File: src/rtl/pll_rst_seq_pkg.sv
// Shared types, default parameters and helpers for the PLL reset sequencer.
package pll_rst_seq_pkg;

  typedef enum logic [2:0] {
    PLL_RST,
    WAIT_LOCK,
    STABLE,
    REL_CORE,
    RUN,
    FAULT
  } seq_state_t;

  typedef struct packed {
    logic pll_reset;
    logic core_rst_n;
    logic periph_rst_n;
    logic pll_ready;
    logic fault;
  } seq_out_t;

  localparam int DEF_SYNC_STAGES    = 2;
  localparam int DEF_PLL_RST_CYCLES = 16;
  localparam int DEF_LOCK_TIMEOUT   = 50000;
  localparam int DEF_STABLE_CYCLES  = 1024;
  localparam int DEF_STAGE_GAP      = 16;
  localparam int DEF_MAX_RETRY      = 7;

  function automatic int cnt_width(input int a, input int b);
    int m;
    m = (a > b) ? a : b;
    return (m < 2) ? 1 : $clog2(m + 1);
  endfunction

  // Output pattern owned by each state; registered on entry to that state.
  function automatic seq_out_t state_outputs(input seq_state_t s);
    seq_out_t o;
    o = '{pll_reset: 1'b0, core_rst_n: 1'b0, periph_rst_n: 1'b0,
          pll_ready: 1'b0, fault: 1'b0};
    case (s)
      PLL_RST:  o.pll_reset = 1'b1;
      REL_CORE: o.core_rst_n = 1'b1;
      RUN: begin
        o.core_rst_n   = 1'b1;
        o.periph_rst_n = 1'b1;
        o.pll_ready    = 1'b1;
      end
      FAULT: begin
        o.pll_reset = 1'b1;
        o.fault     = 1'b1;
      end
      default: ;
    endcase
    return o;
  endfunction

endpackage

File: src/rtl/pll_rst_seq_bit_sync.sv
// N-flop synchronizer for a single asynchronous level; clears to 0 on reset.
module bit_sync #(
  parameter int N = 2
) (
  input  logic clk,
  input  logic rst_n,
  input  logic d,
  output logic q
);

  logic [N-1:0] r_sync;

  always_ff @(posedge clk or negedge rst_n) begin
    if (!rst_n) r_sync <= '0;
    else        r_sync <= {r_sync[N-2:0], d};
  end

  assign q = r_sync[N-1];

endmodule

File: src/rtl/pll_rst_seq.sv
// PLL reset sequencer and lock monitor: drives the PLL reset, qualifies lock,
// and releases core then peripheral resets; retries the PLL on lock timeout.
//
// state     | meaning
// PLL_RST   | PLL reset held, counting PLL_RST_CYCLES
// WAIT_LOCK | PLL released, waiting for lock or timeout
// STABLE    | lock seen, counting consecutive locked cycles
// REL_CORE  | core released, waiting STAGE_GAP before peripherals
// RUN       | all domains released, monitoring lock
// FAULT     | retries exhausted, terminal until rst_n
module pll_rst_seq
  import pll_rst_seq_pkg::*;
#(
  parameter int SYNC_STAGES    = DEF_SYNC_STAGES,
  parameter int PLL_RST_CYCLES = DEF_PLL_RST_CYCLES,
  parameter int LOCK_TIMEOUT   = DEF_LOCK_TIMEOUT,
  parameter int STABLE_CYCLES  = DEF_STABLE_CYCLES,
  parameter int STAGE_GAP      = DEF_STAGE_GAP,
  parameter int MAX_RETRY      = DEF_MAX_RETRY,
  parameter int CNT_W          = cnt_width(DEF_LOCK_TIMEOUT, DEF_STABLE_CYCLES)
) (
  input  logic       clk,
  input  logic       rst_n,
  input  logic       extlock,
  input  logic       soft_rst_req,
  output logic       pll_reset,
  output logic       core_rst_n,
  output logic       periph_rst_n,
  output logic       pll_ready,
  output logic       fault,
  output logic [3:0] retry_cnt,
  output logic [7:0] lock_loss_cnt
);

  logic             w_lock_s;
  seq_state_t       r_state;
  seq_out_t         r_out;
  logic [CNT_W-1:0] r_cnt;
  logic [3:0]       r_retry;
  logic [7:0]       r_lol;

  bit_sync #(.N(SYNC_STAGES)) u_lock_sync (
    .clk  (clk),
    .rst_n(rst_n),
    .d    (extlock),
    .q    (w_lock_s)
  );

  always_ff @(posedge clk or negedge rst_n) begin
    if (!rst_n) begin
      r_state <= PLL_RST;
      r_out   <= state_outputs(PLL_RST);
      r_cnt   <= '0;
      r_retry <= '0;
      r_lol   <= '0;
    end else begin
      case (r_state)
        PLL_RST: begin
          if (r_cnt == CNT_W'(PLL_RST_CYCLES - 1)) begin
            r_state <= WAIT_LOCK;
            r_out   <= state_outputs(WAIT_LOCK);
            r_cnt   <= '0;
          end else begin
            r_cnt <= r_cnt + CNT_W'(1);
          end
        end
        WAIT_LOCK: begin
          if (w_lock_s) begin
            r_state <= STABLE;
            r_out   <= state_outputs(STABLE);
            r_cnt   <= '0;
          end else if (r_cnt == CNT_W'(LOCK_TIMEOUT - 1)) begin
            r_retry <= r_retry + 4'd1;
            r_cnt   <= '0;
            if (r_retry + 4'd1 == 4'(MAX_RETRY)) begin
              r_state <= FAULT;
              r_out   <= state_outputs(FAULT);
            end else begin
              r_state <= PLL_RST;
              r_out   <= state_outputs(PLL_RST);
            end
          end else begin
            r_cnt <= r_cnt + CNT_W'(1);
          end
        end
        STABLE: begin
          // Any unlocked cycle restarts qualification but is not a retry.
          if (!w_lock_s) begin
            r_state <= WAIT_LOCK;
            r_out   <= state_outputs(WAIT_LOCK);
            r_cnt   <= '0;
          end else if (r_cnt == CNT_W'(STABLE_CYCLES - 1)) begin
            r_state <= REL_CORE;
            r_out   <= state_outputs(REL_CORE);
            r_cnt   <= '0;
          end else begin
            r_cnt <= r_cnt + CNT_W'(1);
          end
        end
        REL_CORE: begin
          if (!w_lock_s) begin
            r_state <= WAIT_LOCK;
            r_out   <= state_outputs(WAIT_LOCK);
            r_cnt   <= '0;
          end else if (soft_rst_req) begin
            r_state <= STABLE;
            r_out   <= state_outputs(STABLE);
            r_cnt   <= '0;
          end else if (r_cnt == CNT_W'(STAGE_GAP - 1)) begin
            r_state <= RUN;
            r_out   <= state_outputs(RUN);
            r_cnt   <= '0;
          end else begin
            r_cnt <= r_cnt + CNT_W'(1);
          end
        end
        RUN: begin
          // Lock loss takes priority over a coincident soft reset request.
          if (!w_lock_s) begin
            r_state <= WAIT_LOCK;
            r_out   <= state_outputs(WAIT_LOCK);
            r_cnt   <= '0;
            if (r_lol != 8'hFF) r_lol <= r_lol + 8'd1;
          end else if (soft_rst_req) begin
            r_state <= STABLE;
            r_out   <= state_outputs(STABLE);
            r_cnt   <= '0;
          end
        end
        FAULT: begin
          r_out <= state_outputs(FAULT);
        end
        default: begin
          r_state <= FAULT;
          r_out   <= state_outputs(FAULT);
          r_cnt   <= '0;
        end
      endcase
    end
  end

  assign pll_reset     = r_out.pll_reset;
  assign core_rst_n    = r_out.core_rst_n;
  assign periph_rst_n  = r_out.periph_rst_n;
  assign pll_ready     = r_out.pll_ready;
  assign fault         = r_out.fault;
  assign retry_cnt     = r_retry;
  assign lock_loss_cnt = r_lol;

endmodule

File: config.mk
export PLATFORM = sky130hd
export DESIGN_NAME = pll_rst_seq
export DESIGN_NICKNAME = d
export VERILOG_FILES = /design/src/rtl/pll_rst_seq_pkg.sv /design/src/rtl/pll_rst_seq_bit_sync.sv /design/src/rtl/pll_rst_seq.sv
export SDC_FILE = /design/constraint.sdc
export NUM_CORES = 1
export LEC_CHECK = 0
export BUFFER_PORTS_ARGS = -buffer_cell sky130_fd_sc_hd__buf_2
export CORE_MARGIN = 5
export CORE_UTILIZATION = 50
export CTS_BUF_LIST = sky130_fd_sc_hd__clkbuf_16
export DETAILED_ROUTE_END_ITERATION = 6
export PLACE_DENSITY = 0.69
export SETUP_SLACK_MARGIN = 0.5
export SLEW_MARGIN = 30
export SYNTH_ARGS = -nofsm -noshare
export SYNTH_HDL_FRONTEND = slang
export SYNTH_SLANG_ARGS = --single-unit
File: constraint.sdc
create_clock -name clk -period 2.7 [get_ports clk]
set_clock_uncertainty 0.15 [all_clocks]
set_input_delay 0.405 -clock clk [delete_from_list [all_inputs] [get_ports clk]]
set_output_delay 0.405 -clock clk [all_outputs]
set_load 0.02 [all_outputs]
==> results_dict.tcl <==
set metrics [dict create \
    status "complete, no violations" \
    routabilityCongestion 0.8375 \
    dpl.hpwl_um 3006 \
    cts-root-buf "clkbuf_16" \
    grt_pass1_vias 1721 \
    worstSetupEndpointType "flop" \
    max_freq_mhz 435.7 \
    wire_per_inst_um 16.02 \
    slew_viol_final 0 \
    finalSetupTns_ps 0 \
    firstDrtPassIters 4 \
    netlist_area_sq_um 2048 \
    synth_top_area_share_pct 43.98 \
    leakagePower_uw 0.001130 \
    yosys-top-cells-area "dfrtp_1 (44%), nor3_1 (3.9%), xnor2_1 (3.8%)" \
    cp_max_fo 4 \
    vias 1749 \
    fin_crit_ps 2295 \
    ant_nets 0 \
    io_buffers 20 \
    initial_core_util_pct 51.20 \
    maxSlewHeadroom_pct 46.53 \
    grt_pass1_wl_um 7948 \
    drtIter0Drc 100 \
    grt_max_degree 38 \
    numCtsBuffers 5 \
    peakVddDrop_mv 0.6062 \
    critPathKind "reg -> reg" \
    fp-row-count 23 \
    route.detailed.vias_per_inst 5.869 \
    syn_area_per_cell_sq_um 9.439 \
    clk_latency_ps 270 \
    clkSinkCount 37 \
    syn_to_final_growth_pct 23.82 \
    core-area_sq_um 4000 \
    async_flop_share_pct 100.0 \
    ys_ff_latch 37 \
    synth.distinct_cells 51 \
    wirelength_um 4774 \
    io_pins 21 \
    antenna_cells 0 \
    cap_violations 0 \
    h-tree-depth 2 \
    synth_flop_cell "dfrtp_1" \
    die_y_um 74.01 \
    clkTransAtPathRegs_ps 50 \
    cp_data_required_time_ps 2710 \
    cp.arrival_ps 2300 \
    antenna_found_initial 0 \
    synth-edff-count 0 \
    startpoint_type "flop" \
    drc_errors 0 \
    stdcell_count 298 \
    clockBufferDepth 2 \
    netlist_instances 217 \
    fin_crit_sh_pct 85.00 \
    cts_tree "done" \
    die_width_um 74.01 \
    hold_path.class "in -> async" \
    setup_viol 0 \
    drive_gt1_share_pct 28.23 \
    gr-total-overflow 0 \
    hold_viol_final 0 \
    layout.nets 255 \
    power_density_nw_per_um2 851.7 \
    yosysSeqAreaShare_pct 45.27 \
    synthesis.nets 225 \
    synth_top_area_cell "dfrtp_1" \
    grt.total_usage_pct 18.62 \
    worstMarginPinSlew_ps 802.0 \
    dp.cells 278 \
    yosysWarnings 0 \
    fillers 324 \
    die_area_sq_um 5477 \
    grt_setup_unrepaired "true" \
]
[stage by stage]
step | setup slack (ps) | total power, uW | util (%) | hold WS, ps | area [sq um]
final | 404.9 | 2160 | 63.40 | 72.47 | 2536
after floorplan | 476.9 | 1230 | - | -40.59 | 2093
after CTS | 415.2 | 1990 | 60.74 | 82.01 | 2430
after detailed placement | 319.0 | 1410 | 55.65 | 187.2 | 2226
after global routing | 357.2 | 2289 | 63.40 | 85.56 | 2536
after global placement | 378.2 | 1400 | 55.65 | 186.7 | 2226
[what timing repair did]
item                       CTS  global route
buffers inserted             6             5
cloned                       0             1
pin swaps                    1             8
hold buffers                 0             0
gates resized for setup      6            18
setup endpoints to repair    8            26
[synth_stat cells, types with 3 or more instances]
cell and n:
and2_1 3, clkbuf_1 12, a31oi_1 4, nand2_1 13, nand3_1 10, xnor2_1 9
and3_1 6, dfrtp_1 36, o21ai_1 9, mux2i_1 3, o22ai_1 3, inv_1 5
nand4_1 9, o21ai_0 12, nor3_1 16, nor2_1 12, a22o_1 3, nor2b_1 3
and4_1 3, a21oi_1 7, ha_1 4
[path summary, 6_finish.rpt]
check                                 startpoint                    end  slack [ps]  cells after the start
setup / recovery                       r_cnt[12]             core_rst_n         400                      5
hold / removal                             rst_n       lock_loss_cnt[5]          70                      1
setup reg to reg                       r_cnt[12]             core_rst_n         400                      5
hold reg to reg            u_lock_sync.r_sync[0]  u_lock_sync.r_sync[1]         190                      0
max in group asynchronous                  rst_n               r_cnt[0]        1770                      1
min in group clk                         extlock  u_lock_sync.r_sync[0]          90                      1
[cell usage in the layout, fill, tap and decap left out, types with 5 or more instances in the layout]
| master | n |
|---|---|
| dfrtp_2 | 5 |
| o21ai_1 | 6 |
| inv_1 | 8 |
| nand4_1 | 9 |
| a21oi_1 | 7 |
| nand2_1 | 13 |
| clkbuf_16 | 5 |
| o21ai_0 | 12 |
| xnor2_1 | 9 |
| nor2_1 | 11 |
| nand3_1 | 9 |
| dfrtp_1 | 31 |
| buf_4 | 16 |
| nor3_1 | 15 |
| and3_1 | 6 |
| buf_2 | 20 |
[flip-flops by register name, indices dropped and copies added (netlist names)]
name / count
r_cnt: 16
lock_loss_cnt: 8
retry_cnt: 4
r_state: 3
u_lock_sync.r_sync: 2
core_rst_n: 1
fault: 1
periph_rst_n: 1
pll_reset: 1
[area by class of cell]
cell class                 count  area, sq um  area share, %
multi-input combinational    160         1139          44.89
sequential                    37        933.4          36.80
timing repair buffer          38        246.5          9.719
clock buffer                   5        125.1          4.933
tap                           50        62.56          2.467
inverter                       5        18.77         0.7400
clock inverter                 3        11.26         0.4440
[routing by layer]
layer | share of wire (%) | vias up | track usage (%)
li1 | - | 865 | -
met1 | 48 | 832 | 25.89
met2 | 46 | 44 | 28.44
met3 | 5.0 | 8 | 4.595
met4 | 1.3 | 0 | 6.640
met5 | 0 | - | 0
[report_power, final]
part	total [uW]	switching [uW]	internal, uW
clock network	531	199	331
registers	759	111	648
logic	871	489	382
total	2160	799	1360
[cell families (layout without fill, tap and decap cells)]
logic type / after synthesis / count (layout) / share of synthesized area (%)
AO/OA/AOI/OAI: 51 / 51 / 15.88
XOR/XNOR: 11 / 11 / 4.704
adder cells (fa/ha/maj): 4 / 4 / 2.444
buffers and inverters: 20 / 51 / 3.971
flip-flops: 37 / 37 / 45.27
multiplexers: 5 / 5 / 2.566
AND/OR/NAND/NOR: 89 / 89 / 25.17
[worst max-delay path, cell delays in order, from the launching register on]
cell	delay [ps]
dfrtp_1	380
or4_4	590
nor4_4	240
o32ai_4	170
a211oi_2	300
mux2_1	340
No activity file was read; power rests on OpenSTA's default activity.
